--- src/rtl/div_unit.sv ---
// Multi-cycle radix-2 restoring divider for DIV/DIVU; result {remainder, quotient}.
// Optional DIV_FAST_SMALL_EN: early exit when |dividend| < |divisor|.
module div_unit #(
  parameter int unsigned DATA_W = 32
) (
  input  logic                  clk,
  input  logic                  rst,
  input  logic                  signed_div_i,
  input  logic [DATA_W-1:0]     opdata1_i,
  input  logic [DATA_W-1:0]     opdata2_i,
  input  logic                  start_i,
  input  logic                  annul_i,
  output logic [2*DATA_W-1:0]   result_o,
  output logic                  ready_o
);

  typedef enum logic [2:0] {FREE, ZERO, ON, FIN, END} state_t;

  localparam logic [5:0] LAST = 6'(DATA_W);

  state_t              state;
  logic [5:0]          cnt;
  logic [2*DATA_W:0]   dvd;
  logic [DATA_W-1:0]   dvs;
  logic                s1, s2;

  logic                neg1, neg2;
  logic [DATA_W-1:0]   abs1, abs2;
  logic [DATA_W:0]     diff;
  logic [DATA_W-1:0]   q_fin, r_fin;

  always_comb begin
    neg1  = signed_div_i & opdata1_i[DATA_W-1];
    neg2  = signed_div_i & opdata2_i[DATA_W-1];
    abs1  = neg1 ? -opdata1_i : opdata1_i;
    abs2  = neg2 ? -opdata2_i : opdata2_i;
    diff  = {1'b0, dvd[2*DATA_W-1:DATA_W]} - {1'b0, dvs};
    q_fin = (s1 ^ s2) ? -dvd[DATA_W-1:0] : dvd[DATA_W-1:0];
    r_fin = s1 ? -dvd[2*DATA_W:DATA_W+1] : dvd[2*DATA_W:DATA_W+1];
  end

`ifdef DIV_FAST_SMALL_EN
  logic small_op;
  always_comb small_op = (abs1 < abs2);
`endif

  always_ff @(posedge clk) begin
    if (rst) begin
      state    <= FREE;
      cnt      <= '0;
      dvd      <= '0;
      dvs      <= '0;
      s1       <= 1'b0;
      s2       <= 1'b0;
      result_o <= '0;
      ready_o  <= 1'b0;
    end else begin
      case (state)
        FREE: begin
          ready_o  <= 1'b0;
          result_o <= '0;
          if (start_i && !annul_i) begin
            s1  <= neg1;
            s2  <= neg2;
            dvs <= abs2;
            cnt <= '0;
            if (opdata2_i == '0) begin
              state <= ZERO;
`ifdef DIV_FAST_SMALL_EN
            end else if (small_op) begin
              // Park the original signed dividend where the remainder is read out.
              dvd   <= {opdata1_i, {DATA_W{1'b0}}, 1'b0};
              state <= FIN;
`endif
            end else begin
              dvd   <= {{DATA_W{1'b0}}, abs1, 1'b0};
              state <= ON;
            end
          end
        end
        ZERO: begin
          result_o <= '0;
          ready_o  <= 1'b1;
          state    <= END;
        end
        FIN: begin
          result_o <= {dvd[2*DATA_W:DATA_W+1], {DATA_W{1'b0}}};
          ready_o  <= 1'b1;
          state    <= END;
        end
        ON: begin
          if (annul_i) begin
            cnt   <= '0;
            state <= FREE;
          end else if (cnt != LAST) begin
            if (diff[DATA_W])
              dvd <= {dvd[2*DATA_W-1:0], 1'b0};
            else
              dvd <= {diff[DATA_W-1:0], dvd[DATA_W-1:0], 1'b1};
            cnt <= cnt + 6'd1;
          end else begin
            result_o <= {r_fin, q_fin};
            ready_o  <= 1'b1;
            cnt      <= '0;
            state    <= END;
          end
        end
        END: begin
          if (!start_i) begin
            ready_o  <= 1'b0;
            result_o <= '0;
            state    <= FREE;
          end
        end
        default: state <= FREE;
      endcase
    end
  end

endmodule

--- config.mk ---
export PLATFORM = sky130hd
export DESIGN_NAME = div_unit
export DESIGN_NICKNAME = d
export VERILOG_FILES = /design/src/rtl/div_unit.sv
export SDC_FILE = /design/constraint.sdc
export NUM_CORES = 1
export LEC_CHECK = 0
export ABC_CLOCK_PERIOD_IN_PS = 3420
export CAP_MARGIN = 20
export CORE_UTILIZATION = 55
export CTS_CLUSTER_SIZE = 16
export DETAILED_ROUTE_END_ITERATION = 10
export GPL_TIMING_DRIVEN = 1
export PLACE_DENSITY_LB_ADDON = 0.12
export SLEW_MARGIN = 20
export SYNTH_ARGS = -nofsm -noshare
export SYNTH_HDL_FRONTEND = slang
export SYNTH_SLANG_ARGS = --single-unit
--- constraint.sdc ---
create_clock -name clk -period 3.42 [get_ports clk]
set_clock_uncertainty 0.1 [all_clocks]
set_input_delay 0.855 -clock clk [delete_from_list [all_inputs] [get_ports clk]]
set_output_delay 0.855 -clock clk [all_outputs]
set_load 0.005 [all_outputs]
==> flow_summary_export.csv <==
group,metric,value,unit
route,vias,10773,
worst_setup_path,worst_path_largest_cell_delay,0.38,ns
route,ant_nets,0,
placed_design,place_ws,-0.198,ns
logic_synthesis,synthFlopType,"dfxtp_1",
clock_tree,cts_resized,0,
worst_setup_path,cp_num_buf_inv,3,
clock_tree,post-cts-setup-buffer-count,0,
logic_synthesis,async_reset_ff_share,0,%
logic_synthesis,syn_avg_cell_area,7.82,um^2
worst_hold_path,worstHoldPathCells,2,
route,drc,0,
die,ioPinCount,134,
sta,fin_crit,3.19,ns
global_routing,grt_pass1_vias,9256,
route,wl_per_cell,16.4,um
die,dieArea,20300,um^2
logic_synthesis,syn_inst,1390,
die,rows,51,
global_routing,grt_overflow,0,
worst_setup_path,cp_top_family,"compound AO/OA/AOI/OAI gates",
power,power.density,399,nW/um^2
run,cap_violations,0,
worst_setup_path,start_kind,"flop",
placed_design,hpwl,22400,um
logic_synthesis,yosysTopAreaCell,"dfxtp_1",
clock_tree,cts_buffers,17,
clock_tree,cts_tree,"done",
finish,area_delta_synth_final,23.7,%
worst_setup_path,critPathSlowestCell,"fa_1",
sta,hold_viol,0,
worst_setup_path,rrSetupSlack,0.23,ns
worst_hold_path,holdPathEnd,"result_o[43]",
clock_tree,cts_buffer_depth,2,
logic_synthesis,synth.most_common_cell,"nor2_1",
power,peakVddDrop,0.386,mV
sta,fin_ws,0.230,ns
clock_tree,holdBufCountCts,0,
route,drt_iter0_drc,1021,
route,routed_wl,29600,um
worst_setup_path,cp.required,3.70,ns
worst_hold_path,min_from,"result_o[43]",
sta,timing.hold.ws,0.359,ns
sta,slew_headroom,48.9,%
worst_hold_path,hp-class,"flop to flop",
global_routing,grt_first_pass_wirelength,48400,um
worst_setup_path,critPathArrivalTime,3.46,ns
worst_setup_path,critPathKind,"flop to flop",
die,chipWidth,143,um
logic_synthesis,synth.distinct_cells,71,
finish,fillCellCount,1723,
placed_design,numPortBuffers,133,
finish,stdcell_area,13400,um^2
finish,antenna_cells,0,
logic_synthesis,syn_nets,1499,
sta,period_share,93.3,%
clock_tree,clock_sinks,173,
clock_tree,clock_latency,0.44,ns
sta,fmax,0.314,GHz
status,status,"finished, final reports clean",
worst_setup_path,r2r_cells,13,
finish,fin_nets,1642,
global_routing,grt_max_degree,55,
route,via_per_inst,5.95,
worst_setup_path,timing.rr.start,"dvd[32]",
sta,rsz0062_at_grt,"no",
sta,setup_viol,0,
route,first_pass_iters,6,
logic_synthesis,ys_ff_latch,173,
placed_design,place_area,12800,um^2
clock_tree,root_buffer,"clkbuf_16",
logic_synthesis,ys_warn_count,0,
power,p_leak,5.26,nW
logic_synthesis,synth_area,10900,um^2
die,start_util,56.0,%
logic_synthesis,synth_common_cells,"176 x nor2_1, 173 x dfxtp_1, 118 x nand2_1, 109 x a21oi_1, 76 x xnor2_1",
finish,drive_gt1_share,8.61,%
clock_tree,clkTransAtPathRegs,0.06,ns
worst_setup_path,critPathMostFrequentCell,"a211oi_2",
global_routing,grt_antenna_before_repair,0,
logic_synthesis,seq_area_frac_synth,31.9,%
sta,slew_violations,0,
global_routing,gr-usage-all-layers,29.8,%
worst_setup_path,cp_cell_sequence,"inv_1, ha_1, fa_1, nand2b_1, a211oi_2, o21ai_0, a211oi_2, nor2_1, o21ai_1, buf_4, buf_12, mux2i_1, a22o_1",
placed_design,gp_congestion,0.894,
worst_setup_path,crit_fanout,15,
die,die_y,143,um
clock_tree,htreeDepth,4,
logic_synthesis,synth_area_leaders,"dfxtp_1 32%, xnor2_1 6.1%, nor2_1 6.1%",
worst_setup_path,r2r-end,"dvd[34]",
logic_synthesis,synth_top_area_share,31.9,%
worst_setup_path,crit_path_end_kind,"flop",
worst_setup_path,path_depth,13,
sta,tightestPinTransition,0.763,ns
logic_synthesis,synth-edff-count,0,
die,core_area,19400,um^2
-- registers in the layout, indices dropped and copies added, names as in the netlist --
signal	count
ready_o	1
cnt	6
state	3
result_o	64
dvd	65
s1	1
dvs	32
s2	1
-- worst reg2reg max path, cell delays in order, from the launching register on --
cell and delay [ns]:
dfxtp_1 0.36, inv_1 0.08, ha_1 0.21, fa_1 0.38, nand2b_1 0.21, a211oi_2 0.31, o21ai_0 0.23, a211oi_2 0.30
nor2_1 0.10, o21ai_1 0.14, buf_4 0.18, buf_12 0.16, mux2i_1 0.23, a22o_1 0.14
-- placed cells by master (no fill, tap or decap), drive strengths merged, types with 7 or more instances in the layout --
cell           synthesis  routed
xnor2                 76      76
ha                    39      39
dfxtp                173     173
nor2                 177     177
or3                   13      13
xor2                  64      64
inv                   56      62
o21ai                 65      65
clkdlybuf4s50          0     132
a32oi                 25      25
nand4                  9       9
nand2b                13      13
a311oi                10      10
buf                   20      77
a21oi                109     109
a211oi                40      40
nor4                  15      15
a21o                   7       7
a31oi                 17      17
a22o                  32      32
or4                   12      12
o211ai                16      16
o41ai                 12      12
nand2                119     119
and2                   8       8
nor3                  48      48
and3                   7       7
a22oi                 23      23
clkbuf                65      18
o21a                   8       8
nand3                 36      36
o31ai                 22      22
-- kinds of logic (layout without fill, tap and decap cells) --
logic type / count (synthesis) / in the layout / synth area share [%]
mux: 3 / 3 / 0.276
simple gates: 475 / 475 / 20.5
flops: 173 / 173 / 31.9
fa+ha+maj: 40 / 40 / 4.67
xor+xnor: 140 / 140 / 11.3
compound gates: 418 / 418 / 26.3
buf+inv: 141 / 296 / 5.14
-- area by class of cell --
| type | count | area (um^2) | share of cell area, % |
|---|---|---|---|
| multi-input cells | 1076 | 6870 | 51.1 |
| clock buffers | 18 | 429 | 3.19 |
| well taps | 265 | 332 | 2.47 |
| inverters | 56 | 210 | 1.56 |
| repair buffers | 209 | 1970 | 14.7 |
| clock inverters | 13 | 156 | 1.16 |
| flip-flops and latches | 173 | 3460 | 25.8 |
-- report_power, final --
group / internal, mW / switching (mW) / leakage, nW
registers: 2.09 / 0.103 / 1.40
logic: 0.516 / 0.696 / 3.58
clock network: 1.09 / 0.862 / 0.277
total: 3.70 / 1.66 / 5.26
-- routing by layer --
metal	wire [um]	GRT usage (%)	vias up
met3	2350	4.64	17
met4	233	6.23	0
met5	0	0	-
li1	-	-	5337
met1	15100	47.4	4995
met2	11900	41.1	424
-- worst max-delay path by stage --
| stage | startpoint | endpoint |
|---|---|---|
| after floorplan | dvd[32] | dvd[58] |
| after global placement | opdata1_i[15] | dvd[26] |
| after detailed placement | opdata1_i[15] | dvd[26] |
| after CTS | dvd[32] | dvd[34] |
| after global routing | opdata1_i[15] | dvd[26] |
| final | dvd[32] | dvd[34] |
-- stage by stage --
stage                     instances  power, mW  utilization, %  TNS [ns]
after floorplan                1390       3.02               -         0
after global placement         1779       3.40            66.2    -0.688
after detailed placement       1779       3.42            66.2     -1.87
after CTS                      1810       5.35            69.2         0
after global routing           1810       5.60            69.3         0
final                          1810       5.36            69.3         0
Power figures use the tool's default switching activity.
